### src/rtl/binary_to_bcd_seq.sv
// Sequential binary-to-BCD converter (shift-add-3, one bit per clock) with
// start/busy/done handshake, two's-complement input mode and overflow flag.
module binary_to_bcd_seq #(
    parameter int BIN_W  = 36,
    parameter int DIGITS = 11
) (
    input  logic                  Clk,
    input  logic                  Rst_n,
    input  logic                  start,
    input  logic                  signed_mode,
    input  logic [BIN_W-1:0]      data,
    output logic                  busy,
    output logic                  done,
    output logic [4*DIGITS-1:0]   bcd,
    output logic                  negative,
    output logic                  overflow
);

    localparam int CW = $clog2(BIN_W + 1);

    localparam logic [1:0] IDLE  = 2'd0;
    localparam logic [1:0] SHIFT = 2'd1;
    localparam logic [1:0] DONE  = 2'd2;

    logic [1:0]          state;
    logic [BIN_W-1:0]    mag;
    logic [4*DIGITS-1:0] scratch;
    logic [4*DIGITS-1:0] adj;
    logic [CW-1:0]       cnt;
    logic                neg;
    logic                ovf_int;
    logic                in_neg;

    assign in_neg = signed_mode & data[BIN_W-1];

    // Add-3 correction on every digit that would reach >= 10 after doubling.
    always_comb begin
        adj = scratch;
        for (int i = 0; i < DIGITS; i++) begin
            if (scratch[4*i +: 4] >= 4'd5)
                adj[4*i +: 4] = scratch[4*i +: 4] + 4'd3;
        end
    end

    // busy is registered so it stays high through the done cycle and only
    // drops one edge later, unless a new start is taken on that same edge.
    always_ff @(posedge Clk or negedge Rst_n) begin
        if (!Rst_n) begin
            state    <= IDLE;
            mag      <= '0;
            scratch  <= '0;
            cnt      <= '0;
            neg      <= 1'b0;
            ovf_int  <= 1'b0;
            busy     <= 1'b0;
            done     <= 1'b0;
            bcd      <= '0;
            negative <= 1'b0;
            overflow <= 1'b0;
        end else begin
            case (state)
                IDLE: begin
                    done <= 1'b0;
                    if (start) begin
                        mag     <= in_neg ? (~data + 1'b1) : data;
                        neg     <= in_neg;
                        scratch <= '0;
                        ovf_int <= 1'b0;
                        cnt     <= CW'(BIN_W);
                        busy    <= 1'b1;
                        state   <= SHIFT;
                    end else begin
                        busy <= 1'b0;
                    end
                end
                SHIFT: begin
                    // Top-digit carry-out means the magnitude exceeds 10^DIGITS-1.
                    {scratch, mag} <= {adj[4*DIGITS-2:0], mag, 1'b0};
                    ovf_int        <= ovf_int | adj[4*DIGITS-1];
                    cnt            <= cnt - 1'b1;
                    if (cnt == CW'(1))
                        state <= DONE;
                end
                DONE: begin
                    bcd      <= scratch;
                    negative <= neg;
                    overflow <= ovf_int;
                    done     <= 1'b1;
                    state    <= IDLE;
                end
                default: state <= IDLE;
            endcase
        end
    end

endmodule
### config.mk
export PLATFORM = sky130hd
export DESIGN_NAME = binary_to_bcd_seq
export DESIGN_NICKNAME = d
export VERILOG_FILES = /design/src/rtl/binary_to_bcd_seq.sv
export SDC_FILE = /design/constraint.sdc
export NUM_CORES = 1
export LEC_CHECK = 0
export BUFFER_PORTS_ARGS = -buffer_cell sky130_fd_sc_hd__buf_2
export CORE_MARGIN = 8
export CORE_UTILIZATION = 60
export CTS_BUF_LIST = sky130_fd_sc_hd__clkbuf_4
export CTS_CLUSTER_DIAMETER = 30
export DETAILED_ROUTE_END_ITERATION = 8
export PLACE_DENSITY = 0.82
export RECOVER_POWER = 50
export SLEW_MARGIN = 15
export SYNTH_ARGS = -nofsm -noshare
export SYNTH_HDL_FRONTEND = slang
export SYNTH_SLANG_ARGS = --single-unit
### constraint.sdc
create_clock -name Clk -period 1.8 [get_ports Clk]
set_input_delay 0.36 -clock Clk [delete_from_list [all_inputs] [get_ports Clk]]
set_output_delay 0.36 -clock Clk [all_outputs]
set_load 0.1 [all_outputs]
Word-level counts from Yosys, hierarchy flattened
Index checks and enable logic that the tools add are counted.
{"block": "totals", "regBits": 138, "inputBits": 40, "out_inout_bits": 48}
{"block": "op_classes", "n_addsub": 13, "n_lt_le_gt_ge": 11, "n_eq_ne": 5, "n_mux": 25, "bitwise": 3, "reduce_logical": 6}
{"op": "$pmux 44 s2", "count": 1}
{"op": "$mux 36", "count": 2}
{"op": "$pmux 36 s2", "count": 1}
{"op": "$add 4x2->4 const B", "count": 11}
{"op": "$ge 4x3->1 const B", "count": 11}
{"op": "$mux 4", "count": 11}
{"op": "$mux 44", "count": 1}
{"op": "$add 36x1->36 const B", "count": 1}
{"op": "$not 36->36", "count": 1}
{"op": "$pmux 6 s2", "count": 1}
{"op": "$eq 6x1->1 const B", "count": 1}
{"op": "$mux 6", "count": 1}
{"op": "$reduce_and 2->1", "count": 3}
{"op": "$sub 6x1->6 const B", "count": 1}
{"op": "$mux 2", "count": 2}
{"op": "$ne 2x2->1 const B", "count": 2}
{"op": "$pmux 1 s2", "count": 2}
{"op": "$pmux 2 s2", "count": 1}
{"op": "$reduce_bool 2->1", "count": 2}
{"op": "$eq 2x1->1 const B", "count": 1}
{"op": "$eq 2x2->1 const B", "count": 1}
{"op": "$logic_not 2->1", "count": 1}
{"op": "$mux 1", "count": 2}
{"op": "$and 1x1->1", "count": 1}
{"op": "$or 1x1->1", "count": 1}

Depth between registers and ports, before layout
Gate-level depths: netlist of the first run.
{"block": "depth", "depth_word": 5, "depth_mapped": 7, "ltp_nobuf": 7}

Least setup slack after synthesis of the first run
Ideal clock, no wire load.
{"block": "synth_path", "path_kind": "in2reg", "start": "input data[10]", "end": "register mag[28]", "setup_time_ns": 0.122, "t_arrival_ns": 1.977, "t_required_ns": 1.678, "setup_slack_ns": -0.299, "path_stages": 5, "path_buffers": 0, "path_cell_list": "or4_4 or4_4 nor4_1 mux2i_1 nand2_1"}
{"block": "synth_between", "elab_chain_cells": 5}
{"element": "start, declared", "line": "11", "text": "input logic [BIN_W-1:0] data,"}
{"element": "$not 36->36", "line": "65", "text": "mag <= in_neg ? (~data + 1'b1) : data;"}
{"element": "$add 36x1->36", "line": "65"}
{"element": "$mux 36", "line": "65"}
{"element": "$mux 36", "line": "64", "text": "if (start) begin"}
{"element": "$pmux 36 s2", "line": "61", "text": "case (state)"}
{"element": "end signal, assigned", "line": "65"}
{"element": "end signal, assigned", "line": "78", "text": "{scratch, mag} <= {adj[4*DIGITS-2:0], mag, 1'b0};"}
{"element": "end, declared", "line": "26", "text": "logic [BIN_W-1:0] mag;"}
No other way between the ends. The select of a mux whose other input is x is not followed.
A chain may end at the register's enable or synchronous reset.

Worst setup path after layout of the first run
{"block": "layout_path", "start": "input data[10]", "end": "register mag[30]"}
Same word-level chain as after synthesis.

==> impl_metrics.toml, run 1 <==
[critical_path]
worst_path_max_delay_cell = "or4_4"
arrival_ns = 2.19
critPathMaxStageDelay_ns = 0.54
worst-r2r-setup-slack_ns = 0.10
cpMostUsedCell = "or4_4"
crit_chain = "buf_2, or4_4, or4_4, nor4_2, mux2i_1, nand2_1"
required_ns = 2.25
critical_path_peak_fanout = 4
timing.critical_path.buf_inv = 1
critical_path.top_delay_family = "simple AND/OR/NAND/NOR gates"
worstSetupPathType = "input pin to flip-flop"
worstSetupStartpointType = "input pin"
timing.critical_path.to_type = "flip-flop"

[finish]
num-nets-final = 901
fin_area_sq_mm = 0.00847
layout_common_cells = "dfrtp_1 (138), o21ai_0 (86), buf_2 (83)"
layout-area-overhead-vs-synth_pct = 20.8
layout_filler_cell_count = 818
layout-drive-gt1-share = 0.263
layout.cells.most_common = "dfrtp_1"
n_antenna_cell = 0

[timing]
final.setup_skew_ns = 0.0110
rsz_0062_raised_after_global_routing = "false"
maxSlewHeadroom = 0.440
postLayoutSetupSlackWorst_ns = 0.0581
hold_violations = 0
final_max_slew_viol_count = 0
layout_min_cycle_time_ns = 1.74
finalSetupViolations = 0
finalHoldWorstSlack_ns = 0.0727
timing.final.crit_share = 0.968
clock.fmax_mhz = 574
worst_slew_pin_slew_ns = 0.840

[outcome]
outcome = "finished, final reports clean"

[placed_design]
placedInstanceArea_sq_mm = 0.00809
dp_hpwl_microns = 12200
preCtsSetupSlack_ns = -0.522
routability_driven_placement_congestion_ratio = 0.897
numPortBuffers = 87

[detailed_routing]
detailroute.via_count = 5946
average_wire_length_per_cell_after_detail_routing_microns = 17.0
first_pass_iters = 5
drt_iter0_drc = 640
detail-route-antenna-nets = 0
post_drt_via_cell_ratio = 5.99
route.detailed.drc = 0
totalWireLength_microns = 16800

[synth]
async_set_or_reset_flop_fraction_in_the_synthesized_netlist = 1.00
post_synthesis_sequential_area_ratio = 0.493
yosys_most_used_dff = "dfrtp_1"
synth.cell_area_sq_mm = 0.00701
synth.yosys.warnings = 0
netlist_instances = 705
avg_synthesized_cell_area_sq_um = 9.95
synth_cell_types = 49
mappedNetlistNets = 770
postSynthRegisterBits = 138
synth_edf_count = 0

[clock_network]
tritoncts = "yes"
clock_insertion_delay_worst_skew_ns = 0.55
clk_path_buf_depth = 2
cts_buffers = 17
clk_root_buffer_cell = "clkbuf_4"
postCtsSetupBuffers = 0
h-tree-depth = 4
sinks_on_the_clock_net = 138
clkTransAtPathRegs_ns = 0.11

[global_route]
globalRoute.totalOverflow = 0
global_route.usage.met1 = 0.279
grt_antenna_before_repair = 0
grt_max_degree = 85
grtUsageTotal = 0.228
first_global_vias = 6072
met3_routing_resource_usage_after_global_routing = 0.0635
grt_pass1_wl_microns = 28100
global_route.peak_usage_layer = "met2"
met2_usage = 0.381

[power]
power.density_mw_per_mm2 = 1660
fin_total_pwr_mw = 14.1
leakagePower_nw = 3.86
ir_drop_v = 0.00103

[die]
floorplan.die.height_microns = 124
io_pins = 88
starting_density_of_the_core = 0.614
floorplan.die_area_sq_mm = 0.0154
core.rowCount = 39
chipWidth_microns = 124
coreArea_sq_mm = 0.0114

[flow_run]
max_cap_violations = 0

[worst_hold_path]
worst_hold_path_type = "input pin to flip-flop"
==> report_power, final <==
part | leakage, nW | internal (mW) | switching (mW)
Sequential | 1.72 | 4.21 | 0.936
Clock | 0.216 | 1.69 | 1.11
Combinational | 1.93 | 2.19 | 3.97
==> synth_stat cells (4+ instances only) <==
| library cell | count | share of area |
|---|---|---|
| mux2_2 | 24 | 0.039 |
| xnor2_1 | 27 | 0.034 |
| dfrtp_1 | 138 | 0.49 |
| a22oi_1 | 23 | 0.025 |
| nor4_1 | 7 | 0.0062 |
| nand3_1 | 31 | 0.022 |
| nor3_1 | 13 | 0.0093 |
| clkbuf_1 | 31 | 0.017 |
| nand2b_1 | 12 | 0.011 |
| o22ai_1 | 4 | 0.0036 |
| buf_1 | 11 | 0.0059 |
| o32ai_1 | 10 | 0.012 |
| o21ai_0 | 87 | 0.062 |
| a21oi_1 | 33 | 0.024 |
| nand4_1 | 5 | 0.0045 |
| xor2_1 | 24 | 0.030 |
| o31ai_1 | 20 | 0.021 |
| ha_1 | 25 | 0.045 |
| inv_1 | 30 | 0.016 |
| and2_1 | 4 | 0.0036 |
| a31oi_1 | 11 | 0.0098 |
| nand2_1 | 54 | 0.029 |
| nor2_1 | 32 | 0.017 |
| a32o_1 | 11 | 0.016 |
==> flip-flops by register name (all words and copies together) (netlist names) <==
name and count:
done 1, overflow 1, negative 1, scratch 44, ovf_int 1, mag 36
neg 1, cnt 6, state 2, busy 1, bcd 44
==> metal layers <==
metal  up-vias  part of all wire
met5         -                 0
met4         0             0.017
met3        27             0.065
met2       216              0.49
met1      2875              0.43
li1       2828                 -
==> tightest hold or removal path: stages <==
cell and delay (ns):
buf_2 0.12, nand2_1 0.05, o21ai_1 0.06
==> worst paths after layout <==
| path | from | end | depth (start not counted) |
|---|---|---|---|
| max | data[10] | mag[30] | 6 |
| min in group asynchronous | Rst_n | bcd[12] | 2 |
| min reg2reg | bcd[12] | bcd[12] | 2 |
| max in group asynchronous | Rst_n | cnt[4] | 3 |
| max reg2reg | state[1] | bcd[39] | 4 |
| min | data[35] | mag[35] | 3 |
==> repair_timing <==
action,CTS,global route
endpoints found under the setup margin,0,3
hold buffers,1,0
endpoints found under the hold margin,58,0
gates resized for setup,0,3
==> logic make-up (layout without fill, tap and decap cells) <==
family / Yosys count / count (layout) / share of synthesized area
AOI/OAI and AO/OA: 218 / 218 / 0.197
and+or+nand+nor: 173 / 173 / 0.120
DFF: 138 / 138 / 0.493
buffers and inverters: 73 / 217 / 0.0393
xor gates and xnor gates: 51 / 51 / 0.0637
muxes: 27 / 27 / 0.0428
adders and majority gates: 25 / 25 / 0.0446
==> area by class of cell <==
type / instances / area [sq um] / area share
Multi-Input combinational cell: 494 / 3340 / 0.394
Sequential cell: 138 / 3450 / 0.408
Tap cell: 143 / 179 / 0.0211
Clock inverter: 13 / 272 / 0.0320
Inverter: 30 / 113 / 0.0133
Timing Repair Buffer: 155 / 973 / 0.115
Clock buffer: 19 / 143 / 0.0168
==> stage by stage <==
step | TNS [ns] | instances | utilization
2_1_floorplan | -1.02 | 705 | -
3_3_place_gp | -3.31 | 959 | 0.709
3_5_place_dp | -4.54 | 959 | 0.709
4_1_cts | 0 | 992 | 0.746
5_1_grt | 0 | 992 | 0.742
6_report | 0 | 992 | 0.742
Note: power is estimated with default switching activity, not from simulation.
==> run 2, diff against run 1 <==
Settings changed: CORE_UTILIZATION 60 to 40, PLACE_DENSITY 0.82 to unset.
==> run 2 against run 1 <==
Power down 6.7%. Clock skew up 0.0063 ns. Maximum frequency up 0.48%. Register-to-register slack better by 0.08 ns. First-iteration DRC count down 46%. Non-clock buffer count up 8. Flip-flop and latch count unchanged. Clock-buffer cell count unchanged. Critical path depth unchanged. Clock power down 30%. Combinational power down 1%. Critical endpoint unchanged.
==> impl_metrics.toml, run 2 (synthesized netlist as in run 1, its figures left out) <==
[finish]
layout_common_cells = "dfrtp_1 (138), o21ai_0 (86), buf_2 (81)"
top_regs = "bcd: 44 flops, scratch: 44 flops, mag: 36 flops"
final_cell_count_no_fill = 1083
layout.cells.most_common = "dfrtp_1"
layout-drive-gt1-share = 0.271
layout-area-overhead-vs-synth_pct = 21.9
num-nets-final = 909
final_core_utilization = 0.496

[timing]
postLayoutSetupSlackWorst_ns = 0.0664
finalHoldWorstSlack_ns = 0.0696
finalSetupViolations = 0
final.setup_skew_ns = 0.0173
clock.fmax_mhz = 577
final_max_slew_viol_count = 0
maxSlewHeadroom = 0.0975
worst_slew_pin_slew_ns = 1.35
hold_violations = 0
layout_min_cycle_time_ns = 1.73
timing.final.crit_share = 0.963
rsz_0062_raised_after_global_routing = "false"

[global_route]
first_global_vias = 5990
grtUsageTotal = 0.164
globalRoute.totalOverflow = 0
grt_pass1_wl_microns = 29300
grt_antenna_before_repair = 2
grt_max_degree = 85

[clock_network]
clkTransAtPathRegs_ns = 0.11
sinks_on_the_clock_net = 138
h-tree-depth = 4
postCtsSetupBuffers = 0
clk_root_buffer_cell = "clkbuf_4"
cts_buffers = 17
clock_insertion_delay_worst_skew_ns = 0.55
clk_path_buf_depth = 2
tritoncts = "yes"

[power]
fin_total_pwr_mw = 13.2
power.density_mw_per_mm2 = 1540
leakagePower_nw = 3.85
ir_drop_v = 0.000701

[detailed_routing]
first_pass_iters = 6
route.detailed.drc = 0
average_wire_length_per_cell_after_detail_routing_microns = 15.9
post_drt_via_cell_ratio = 5.43
detail-route-antenna-nets = 0
totalWireLength_microns = 17200
drt_iter0_drc = 346
detailroute.via_count = 5881

[critical_path]
worstReg2RegStart = "state[1]"
worstSetupStartpointType = "input pin"
worst-r2r-setup-slack_ns = 0.18
crit_chain = "buf_2, or4_4, or4_4, nor4_2, mux2i_1, nand2_1"
required_ns = 2.24
critPathMaxStageDelay_ns = 0.54
endpoint_of_the_worst_slack_reg_to_reg_timing_path = "cnt[5]"
critical_path_peak_fanout = 4
worst_path_max_delay_cell = "or4_4"
arrival_ns = 2.17
r2r.worst_path.cells = 5
timing.critical_path.to_type = "flip-flop"
timing.critical_path.from = "data[10]"
cpMostUsedCell = "or4_4"
endpoint = "mag[30]"
worstSetupPathType = "input pin to flip-flop"

[die]
io_pins = 88
coreArea_sq_mm = 0.0172
chipWidth_microns = 148
core.rowCount = 48
floorplan.die_area_sq_mm = 0.0220
floorplan.die.height_microns = 148
starting_density_of_the_core = 0.407

[placed_design]
dp_hpwl_microns = 12700
numPortBuffers = 87
placed_cells_incl_taps = 1049
preCtsSetupSlack_ns = -0.506
routability_driven_placement_congestion_ratio = 0.850

[outcome]
outcome = "finished, final reports clean"

[worst_hold_path]
worst_hold_path_type = "input pin to flip-flop"

[flow_run]
max_cap_violations = 0
run 2: area by class of cell:
type | count | area, sq um
diodes | 1 | 2.50
clock buffers | 19 | 143
clock inverters | 13 | 128
fillers | 1600 | 8690
inverters | 30 | 113
multi-input cells | 494 | 3340
flip-flops and latches | 138 | 3450
well taps | 225 | 282
repair buffers | 163 | 1080
run 2: how the worst min path moves through the flow:
stage                   from  cells past startpoint         end
floorplan              Rst_n                      0      bcd[0]
global placement       Rst_n                      1  scratch[6]
detailed placement     Rst_n                      1      bcd[2]
CTS                 data[35]                      3     mag[35]
global route        data[35]                      3     mag[35]
finish              data[35]                      3     mag[35]
run 2: layer usage:
layer  vias to the layer above  track usage  part of all wire
li1                       2855            -                 -
met1                      2844        0.204              0.45
met2                       156        0.270              0.48
met3                        24       0.0435             0.054
met4                         2       0.0546             0.014
met5                         -            0           0.00081
run 2: worst max-delay path: cells and delay by family:
kind                   cells  cell delay [ns]
buffers and inverters      1             0.10
multiplexers               1             0.25
AND/OR/NAND/NOR            4             1.46
run 2: what timing repair did:
action,4_1_cts,5_1_grt
endpoints found under the hold margin,47,0
hold buffers,1,0
resized for setup,6,0
endpoints found under the setup margin,6,0
run 2: where the power goes:
| group | total [mW] | switching (mW) | internal, mW |
|---|---|---|---|
| registers | 5.11 | 0.906 | 4.21 |
| logic | 6.08 | 3.86 | 2.21 |
| clock network | 1.96 | 1.12 | 0.839 |
| total | 13.2 | 5.89 | 7.26 |
run 2: per-stage QoR:
step	instance area [sq um]	TNS, ns
after floorplan	7050	-1.02
after global placement	8270	-4.67
after detailed placement	8270	-5.61
after CTS	8560	0
after global routing	8550	0
final	8550	0
